File: src/rtl/decoder_2to4.sv
// Registered (or combinational) 2-to-4 line decoder with enable, polarity
// option, a valid flag that tracks the enable, and a sticky one-hot error monitor.
module decoder_2to4 #(
  parameter bit REGISTERED = 1'b1,
  parameter bit ACTIVE_LOW = 1'b0
) (
  input  logic clk,
  input  logic rst,
  input  logic E,
  input  logic I0,
  input  logic I1,
  output logic A0,
  output logic A1,
  output logic A2,
  output logic A3,
  output logic valid,
  output logic err
);

  function automatic logic [3:0] decode(input logic en, input logic [1:0] sel);
    logic [3:0] d;
    d = 4'b0000;
    if (en) begin
      case (sel)
        2'b00:   d = 4'b0001;
        2'b01:   d = 4'b0010;
        2'b10:   d = 4'b0100;
        2'b11:   d = 4'b1000;
        default: d = 4'b0000;
      endcase
    end
    return d;
  endfunction

  function automatic logic is_onehot(input logic [3:0] v);
    return (v != 4'b0000) && ((v & (v - 4'd1)) == 4'b0000);
  endfunction

  logic [3:0] dec_d;
  logic       vld_d;
  logic [3:0] dec_out;
  logic       vld_out;
  logic       err_d;
  logic       err_q;

  always_comb begin
    dec_d = decode(E, {I1, I0});
    vld_d = E;
  end

  // Output stage: either a capture register or a straight pass-through.
  if (REGISTERED) begin : g_reg
    logic [3:0] dec_q;
    logic       vld_q;

    always_ff @(posedge clk or posedge rst) begin
      if (rst) begin
        dec_q <= 4'b0000;
        vld_q <= 1'b0;
      end else begin
        dec_q <= dec_d;
        vld_q <= vld_d;
      end
    end

    assign dec_out = dec_q;
    assign vld_out = vld_q;
  end else begin : g_comb
    assign dec_out = dec_d;
    assign vld_out = vld_d;
  end

  // The monitor watches the vector actually presented, before polarity inversion.
  always_comb begin
    err_d = err_q;
    if (vld_out) begin
      if (!is_onehot(dec_out)) err_d = 1'b1;
    end else begin
      if (dec_out != 4'b0000) err_d = 1'b1;
    end
  end

  always_ff @(posedge clk or posedge rst) begin
    if (rst) err_q <= 1'b0;
    else     err_q <= err_d;
  end

  always_comb begin
    {A3, A2, A1, A0} = ACTIVE_LOW ? ~dec_out : dec_out;
    valid            = vld_out;
    err              = err_q;
  end

endmodule

File: config.mk
export PLATFORM = sky130hd
export DESIGN_NAME = decoder_2to4
export DESIGN_NICKNAME = d
export VERILOG_FILES = /design/src/rtl/decoder_2to4.sv
export SDC_FILE = /design/constraint.sdc
export NUM_CORES = 1
export LEC_CHECK = 0
export ABC_CLOCK_PERIOD_IN_PS = 1400
export BUFFER_PORTS_ARGS = -buffer_cell sky130_fd_sc_hd__buf_2
export CAP_MARGIN = 0
export CORE_AREA = 10 10 47 49
export DETAILED_ROUTE_END_ITERATION = 12
export DIE_AREA = 0 0 57 59
export PLACE_DENSITY_LB_ADDON = 0.05
export SLEW_MARGIN = 5
export SYNTH_ARGS = -nofsm -noshare
export SYNTH_HDL_FRONTEND = slang
export SYNTH_SLANG_ARGS = --single-unit
File: constraint.sdc
create_clock -name clk -period 1.4 [get_ports clk]
set_input_delay 0.28 -clock clk [delete_from_list [all_inputs] [get_ports clk]]
set_output_delay 0.28 -clock clk [all_outputs]
set_load 0.005 [all_outputs]
==> impl_metrics.ini, run 1 <==
[outcome]
status = complete, no violations

[yosys]
yosys_warnings = 0
ys_types = 13
syn_avg_cell_area_um2 = 11.9
synth_area_leaders = dfrtp_1, nor4b_2, and3_1
yosysTopAreaCellShare_pct = 57.1
syn-instance-count = 22
yosysSeqAreaShare_pct = 57.1
synthesis.area_um2 = 263
synth_largest_area_cell = dfrtp_1
syn_nets = 27
synth.ff_latch_count = 6

[pwr]
ir_drop_mv = 0.340
swShare_pct = 20.5
internal_power_uw = 293
p_leak_nw = 0.169
net-switching-power_uw = 75.5
pwr-share-seq_pct = 50.7
pwr-share-clk_pct = 41.1
p_comb_share_pct = 8.2
power.density_nw_per_um2 = 1010

[detailed_routing]
drtIter0Drc = 4
drc_errors = 0
viasPerCell = 4.13
wl_per_cell_um = 11.2
ant_nets = 0
vias = 215
first_pass_iters = 2
routed_wl_um = 581

[critical_path]
slowest_delay_ns = 0.41
cpLargestDelayFamily = simple AND/OR/NAND/NOR gates
critPathArrivalTime_ns = 1.23
crit_chain = nor4b_1 > nand2_1 > and3_1
cp-end-kind = register
cp.required_ns = 1.52
worstPathMaxFanout = 5
critPathBufInv = 0
cp-start-kind = register
cp_slowest_cell = dfrtp_1
crit_path_start = dec_out[1]
critPathKind = reg2reg
regToRegStartpoint = dec_out[1]

[hold_path]
hold_start = E
hp-class = in2reg

[sta]
holdWs_ns = 0.197
maxSlewViolCount = 0
slew_headroom_pct = 81.6
fin_setup_tns_ns = 0
tightest_slew_ns = 0.273
skew_ns = 0.00462
period_share_pct = 78.7
rsz0062_at_grt = false
period_needed_ns = 1.10
setup_viol = 0
hold_violations = 0
fmax_ghz = 0.908

[floorplanning]
die_width_um = 57
coreArea_um2 = 1400
die_h_um = 59
dieArea_um2 = 3360
boundaryPins = 11
start_util_pct = 18.8
row_count = 14

[place]
post-dp-hpwl_um = 488
io_buffers = 10
gp_congestion = 0.637

[global_routing]
grt_first_pass_wirelength_mm = 1.06
grt_antenna_before_repair = 0
grtUsageTotal_pct = 4.16
grt_pass1_vias = 258
grt_remaining_overflow = 0
grt_max_degree = 7

[cts]
cts.sinks = 6
numCtsBuffers = 3
cts_root_buf = clkbuf_4
cts_max_level = 1
clk_latency_ns = 0.24
clk_pin_slew_ns = 0.04
cts.hold.buffers_added = 1
cts_resized = 0
cts_max_path_buffers = 2
postCtsSetupBuffers = 0
cts_tree = yes

[cells_and_area]
nFillCells = 171
nets = 43
drive_gt1_share_pct = 41.7
diodes = 0
area_growth_pct = 39.0

[run]
max_cap_violations = 0
-- power groups by stage --
stage / clock (mW) / combinational (mW) / sequential (mW)
5_1_grt: 0.180 / 0.0349 / 0.187
4_1_cts: 0.160 / 0.0314 / 0.187
6_report: 0.151 / 0.0302 / 0.187
3_3_place_gp: 0 / 0.0291 / 0.189
2_1_floorplan: 0 / 0.0115 / 0.189
3_5_place_dp: 0 / 0.0292 / 0.189
-- synth_stat cells --
cell / instances
and3_1: 2
and3b_1: 1
dfrtp_1: 6
inv_1: 1
nand2_1: 3
nor2_1: 1
nor2b_1: 1
nor3b_1: 1
nor4_1: 1
nor4b_1: 1
nor4b_2: 2
o21ai_1: 1
xnor2_1: 1
-- logic make-up after synthesis --
family                 count (synthesis)  share of synthesized area (%)
AO/OA/AOI/OAI                          1                           1.90
buffers and inverters                  1                           1.43
AND/OR/NAND/NOR                       13                           36.2
flip-flops                             6                           57.1
XOR/XNOR                               1                           3.33
-- per-layer routing --
metal	vias up	routed length (um)	track usage [%]
met1	101	242	3.94
met4	0	0	4.03
li1	109	-	-
met5	-	0	0
met3	0	29	2.15
met2	5	310	6.36
-- sequential cells by signal (all words and copies together) (netlist names) --
register / count
err: 1
valid: 1
dec_out: 4
-- path summary, 6_finish.rpt --
check / endpoint / slack (ns) / cells after the start
setup / recovery: err / 0.30 / 3
hold / removal: valid / 0.20 / 1
setup reg to reg: err / 0.30 / 3
hold reg to reg: err / 0.65 / 3
max in group asynchronous: dec_out[1] / 0.71 / 3
min in group asynchronous: dec_out[2] / 0.50 / 3
-- worst reg2reg max path, stage by stage (launching register included) --
cell and delay, ns:
dfrtp_1 0.41, nor4b_1 0.33, nand2_1 0.08, and3_1 0.17
-- cell usage in the layout, fill, tap and decap left out --
cell type	netlist	layout
buf_2	0	10
dfrtp_1	6	6
nand2_1	3	3
clkbuf_4	0	3
and3_1	2	2
nor4b_2	2	2
nor2_1	1	1
and3b_1	1	1
nor3b_1	1	1
inv_1	1	1
xnor2_1	1	1
nor4_1	1	1
nor2b_1	1	1
nor4b_1	1	1
o21ai_1	1	1
dlygate4sd3_1	0	1
-- stage by stage --
stage | power [mW] | worst slack (ns) | util (%) | std cells | instance area, um^2
after CTS | 0.379 | 0.279 | 26.1 | 52 | 365
after floorplan | 0.201 | 0.357 | - | 22 | 263
after detailed placement | 0.219 | 0.279 | 23.8 | 48 | 333
after global placement | 0.218 | 0.301 | 23.8 | 48 | 333
final | 0.368 | 0.299 | 26.1 | 52 | 365
after global routing | 0.402 | 0.204 | 26.1 | 52 | 365
-- final cells by class --
type	instances	area, um^2	area share (%)
Inverter	1	3.75	1.03
Multi-Input combinational cell	15	109	29.8
Timing Repair Buffer	11	60.1	16.4
Clock buffer	3	22.5	6.16
Tap cell	16	20.0	5.48
Sequential cell	6	150	41.1
(Power assumes the default switching activity.)
==> run 2, diff against run 1 <==
--- a/config.mk
+++ b/config.mk
@@ -5,7 +5,8 @@
 export SDC_FILE = /design/constraint.sdc
 export NUM_CORES = 1
 export LEC_CHECK = 0
-export ABC_CLOCK_PERIOD_IN_PS = 1400
+export ABC_AREA = 1
+export ABC_CLOCK_PERIOD_IN_PS = 900
 export BUFFER_PORTS_ARGS = -buffer_cell sky130_fd_sc_hd__buf_2
 export CAP_MARGIN = 0
 export CORE_AREA = 10 10 47 49
==> constraint.sdc (replaced) <==
create_clock -name clk -period 0.9 [get_ports clk]
set_input_delay 0.18 -clock clk [delete_from_list [all_inputs] [get_ports clk]]
set_output_delay 0.18 -clock clk [all_outputs]
set_load 0.005 [all_outputs]
==> run 2 against run 1 <==
The flow now finishes with violations (setup timing). Clock power rose by 58%. Maximum frequency rose by 11%. Wire length rose by 3.6%. Clock-buffer cell count did not move. First-iteration DRC count fell by 50%. Area after synthesis rose by 0.48%. Utilization rose by 0.62 points. Largest power group unchanged. Highest routed layer unchanged.
==> impl_metrics.ini, run 2 <==
[outcome]
status = finished with violations
violations = setup timing

[global_routing]
grtUsageTotal_pct = 4.03
busiest_layer = met2
grt_antenna_before_repair = 0
grtUsageMet1_pct = 3.70
use_met2_pct = 6.82
grt_first_pass_wirelength_mm = 1.04
grt_remaining_overflow = 0
use_met3_pct = 1.93
grt_max_degree = 7
grt_pass1_vias = 264

[sta]
maxSlewViolCount = 0
skew_ns = 0.000678
period_needed_ns = 0.994
hold_violations = 0
fmax_ghz = 1.01
tightest_slew_ns = 0.216
period_share_pct = 110
fin_ws_ns = -0.0942
rsz0062_at_grt = true
setup_viol = 7
slew_headroom_pct = 85.6

[yosys]
ys_top_cells_by_count = inv_1, nand2_1, dfrtp_1, nor3_1, nor2_1
yosysSeqAreaShare_pct = 56.9
synthAdderAreaFrac_pct = 0
syn-instance-count = 34
yosysTopAreaCellShare_pct = 56.9
synthesis.area_um2 = 264
synth_ff_type = dfrtp_1
synth.ff_latch_count = 6
synth-simple-area-share_pct = 28.9
muxShareOfSynthArea_pct = 0
syn_nets = 39
ys_types = 7
synth_largest_area_cell = dfrtp_1
synth_area_leaders = dfrtp_1, inv_1, nand2_1
async_flop_share_pct = 100
synth_edf_count = 0
syn_avg_cell_area_um2 = 7.76
synth_top_family_by_area = simple AND/OR/NAND/NOR gates
synth-compound-area-share_pct = 0
synth-xor-area-share_pct = 0
yosys_warnings = 0
synthMostInstantiatedCell = inv_1

[critical_path]
worstPathMaxFanout = 4
cp.required_ns = 1.03
cp-end-kind = register
ff2ff_setup_slack_ns = -0.09
cp-start-kind = register
critPathKind = reg2reg
critPathArrivalTime_ns = 1.12

[detailed_routing]
routed_wl_um = 602
wl_per_cell_um = 9.26
drc_errors = 0
ant_nets = 0
viasPerCell = 3.68
drtIter0Drc = 2
first_pass_iters = 4
vias = 239

[run]
max_cap_violations = 0

[hold_path]
hp-class = in2reg

[floorplanning]
die_width_um = 57
start_util_pct = 18.8
die_h_um = 59
boundaryPins = 11
coreArea_um2 = 1400
dieArea_um2 = 3360
row_count = 14

[cells_and_area]
final_area_um2 = 374
final_cell_mix = inv_1, buf_2, nand2_1, dfrtp_1, nor3_1
drive_gt1_share_pct = 28.6
diodes = 0
instances_no_fill = 65
largest_register_ffs = 4
nets = 56
area_growth_pct = 41.7

[place]
dp_cells = 61
gp_congestion = 0.722
place_area_um2 = 342
post-dp-hpwl_um = 523
io_buffers = 10

[pwr]
p_leak_nw = 0.227
ir_drop_mv = 0.477
power.density_nw_per_um2 = 1590

[cts]
cts_root_buf = clkbuf_4
numCtsBuffers = 3
clk_latency_ns = 0.24
cts.sinks = 6
cts_max_level = 1
cts_tree = yes
cts_max_path_buffers = 2
clk_pin_slew_ns = 0.04
postCtsSetupBuffers = 0
[run 2: changes by cell type after synthesis, sizes merged, moves of 2 or more]
cell	change
nor3	+4
and3	-2
nand2	+6
inv	+9
nor4b	-3
nor2	+2
[run 2: layer usage]
| layer | share of wire [%] | wire length, um | vias up |
|---|---|---|---|
| met5 | 0 | 0 | - |
| met2 | 50 | 303 | 6 |
| li1 | - | - | 128 |
| met3 | 3.5 | 21 | 0 |
| met1 | 46 | 277 | 105 |
| met4 | 0 | 0 | 0 |
[run 2: final cells by class]
type                       count  area [um^2]
fill                         168         1030
clock buffer                   3         22.5
inverter                      10         37.5
multi-input combinational     18         76.3
tap                           16         20.0
sequential                     6          150
timing repair buffer          12         67.6
[run 2: cell families after synthesis]
kind of cell	after synthesis
AND/OR/NAND/NOR	18
flip-flops	6
buffers and inverters	10
[run 2: stage by stage]
step / setup slack, ns / setup TNS, ns / util [%] / total power, mW / hold slack (ns)
5_1_grt: -0.226 / -0.743 / 26.7 / 0.645 / 0.0534
2_1_floorplan: -0.0497 / -0.0497 / - / 0.323 / -0.0290
6_report: -0.0942 / -0.353 / 26.7 / 0.595 / 0.0619
4_1_cts: -0.0994 / -0.443 / 26.7 / 0.609 / 0.0520
3_5_place_dp: -0.0966 / -0.0966 / 24.4 / 0.358 / 0.0977
3_3_place_gp: -0.0983 / -0.0983 / 24.4 / 0.356 / 0.0931
[run 2: final timing paths]
check,endpoint,start,cells after the start
worst max-delay path,err,dec_out[3],5
worst min-delay path,valid,E,1
worst max register to register,err,dec_out[3],5
worst min register to register,err,err,2
max in group asynchronous,dec_out[2],rst,3
min in group asynchronous,dec_out[3],rst,3
[run 2: power by group]
| part | internal [mW] | switching [mW] |
|---|---|---|
| combinational | 0.0334 | 0.0342 |
| clock | 0.150 | 0.0888 |
| sequential | 0.280 | 0.00842 |
| total | 0.464 | 0.131 |
[run 2: worst max-delay path, stage by stage, from the launching register on]
cell and delay, ns:
dfrtp_1 0.40, nor2_1 0.11, nand2_1 0.07, or2_1 0.20, nand2_1 0.06, nand2_1 0.05
[run 2: repair_timing]
item | CTS | global route
setup endpoints to repair | 7 | 7
resized for setup | 0 | 0
hold buffers | 1 | 0
endpoints found under the hold margin | 6 | 0
pin swaps | 1 | 3
==> run 3, diff against run 2 <==
--- a/config.mk
+++ b/config.mk
@@ -7,12 +7,13 @@
 export LEC_CHECK = 0
 export ABC_AREA = 1
 export ABC_CLOCK_PERIOD_IN_PS = 900
-export BUFFER_PORTS_ARGS = -buffer_cell sky130_fd_sc_hd__buf_2
 export CAP_MARGIN = 0
 export CORE_AREA = 10 10 47 49
 export DETAILED_ROUTE_END_ITERATION = 12
 export DIE_AREA = 0 0 57 59
+export DONT_BUFFER_PORTS = 1
 export PLACE_DENSITY_LB_ADDON = 0.05
+export REMOVE_ABC_BUFFERS = 1
 export SLEW_MARGIN = 5
 export SYNTH_ARGS = -nofsm -noshare
 export SYNTH_HDL_FRONTEND = slang
==> run 3 against run 2 <==
The flow still finishes with violations (setup timing). Wire length grew 4.3%. Critical path depth shrank 3. Register-to-register slack lost 0.03 ns. Highest routed layer is now met4.
==> impl_metrics.ini, run 3 (same netlist as run 2, synthesis figures left out) <==
[detailed_routing]
drtIter0Drc = 1
wl_per_cell_um = 9.52
drc_errors = 0
vias = 257
first_pass_iters = 4
routed_wl_um = 628
viasPerCell = 3.89
ant_nets = 0

[sta]
skew_ns = 0.00294
tightest_slew_ns = 0.219
rsz0062_at_grt = true
period_share_pct = 116
hold_violations = 0
fin_ws_ns = -0.142
fin_setup_tns_ns = -0.534
maxSlewViolCount = 0
holdWs_ns = 0.0120
slew_headroom_pct = 85.4
setup_viol = 6
fmax_ghz = 0.960
period_needed_ns = 1.04

[cts]
cts.sinks = 6
clk_pin_slew_ns = 0.04
cts_max_path_buffers = 2
cts_tree = yes
cts_max_level = 1
clk_latency_ns = 0.24
cts_root_buf = clkbuf_4
numCtsBuffers = 3

[place]
post-dp-hpwl_um = 534
gp_congestion = 0.612
dp_cells = 58
io_buffers = 0

[floorplanning]
die_h_um = 59
start_util_pct = 18.8
die_width_um = 57
boundaryPins = 11
row_count = 14
coreArea_um2 = 1400
dieArea_um2 = 3360

[pwr]
p_leak_nw = 0.244
power.density_nw_per_um2 = 1390
p_total_uw = 614
ir_drop_mv = 0.548

[critical_path]
worstPathMaxFanout = 3
critPathKind = reg2out
cp.required_ns = 0.72
cp-start-kind = register
cp-end-kind = output pin
critPathArrivalTime_ns = 0.86

[cells_and_area]
nets = 57
largest_register_ffs = 4
drive_gt1_share_pct = 24.0
final_cell_mix = inv_1, nand2_1, buf_6, dfrtp_1
instances_no_fill = 66
final_util_pct = 31.4
nFillCells = 168
diodes = 0
layout_commonest_cell = inv_1
area_growth_pct = 66.8

[outcome]
violations = setup timing
status = finished with violations

[global_routing]
grt_max_degree = 7
grt_pass1_vias = 296
grt_first_pass_wirelength_mm = 1.15
grt_remaining_overflow = 0
grt_antenna_before_repair = 0
grtUsageTotal_pct = 4.37

[hold_path]
hp-class = in2reg

[run]
max_cap_violations = 0
run 3: area by class of cell:
class	instances	area, um^2	area share, %
flip-flops and latches	6	150	34.1
repair buffers	13	134	30.4
multi-input cells	18	76.3	17.3
inverters	10	37.5	8.52
clock buffers	3	22.5	5.11
well taps	16	20.0	4.55
run 3: report_power, final:
group          leakage [nW]  switching (mW)  internal [mW]  total [mW]
logic                 0.156          0.0338         0.0551      0.0889
registers            0.0742         0.00916          0.280       0.289
clock network        0.0138          0.0853          0.150       0.235
run 3: repair_timing:
item / in CTS / in global routing
setup buffers: 1 / 0
resized for setup: 7 / 0
endpoints found under the setup margin: 6 / 6
hold endpoints to repair: 9 / 0
pin swaps: 1 / 0
hold buffers: 4 / 0
run 3: critical path, stage by stage (launching register included):
cell and delay, ns:
dfrtp_1 0.39, buf_6 0.13, buf_6 0.10
run 3: through the flow:
| stage | area, um^2 | setup slack, ns |
|---|---|---|
| global placement | 344 | -0.121 |
| CTS | 440 | -0.158 |
| detailed placement | 344 | -0.120 |
| floorplan | 264 | -0.0570 |
| finish | 440 | -0.142 |
| global route | 440 | -0.204 |
run 3: path summary, 6_finish.rpt:
path                            start          to  slack (ns)  cells past startpoint
max in group asynchronous         rst  dec_out[3]        0.42                      2
min in group asynchronous         rst  dec_out[0]        0.29                      2
hold reg to reg                   err         err        0.52                      2
setup reg to reg           dec_out[3]         err       -0.12                      5
hold / removal                     I0  dec_out[2]        0.01                      1
setup / recovery           dec_out[0]          A0       -0.14                      2
run 3: layer usage:
metal	up-vias	GRT usage, %	part of all wire [%]
li1	129	-	-
met1	120	3.81	33
met2	6	6.98	55
met3	2	1.93	9.4
met4	0	5.03	1.9
met5	-	0	0
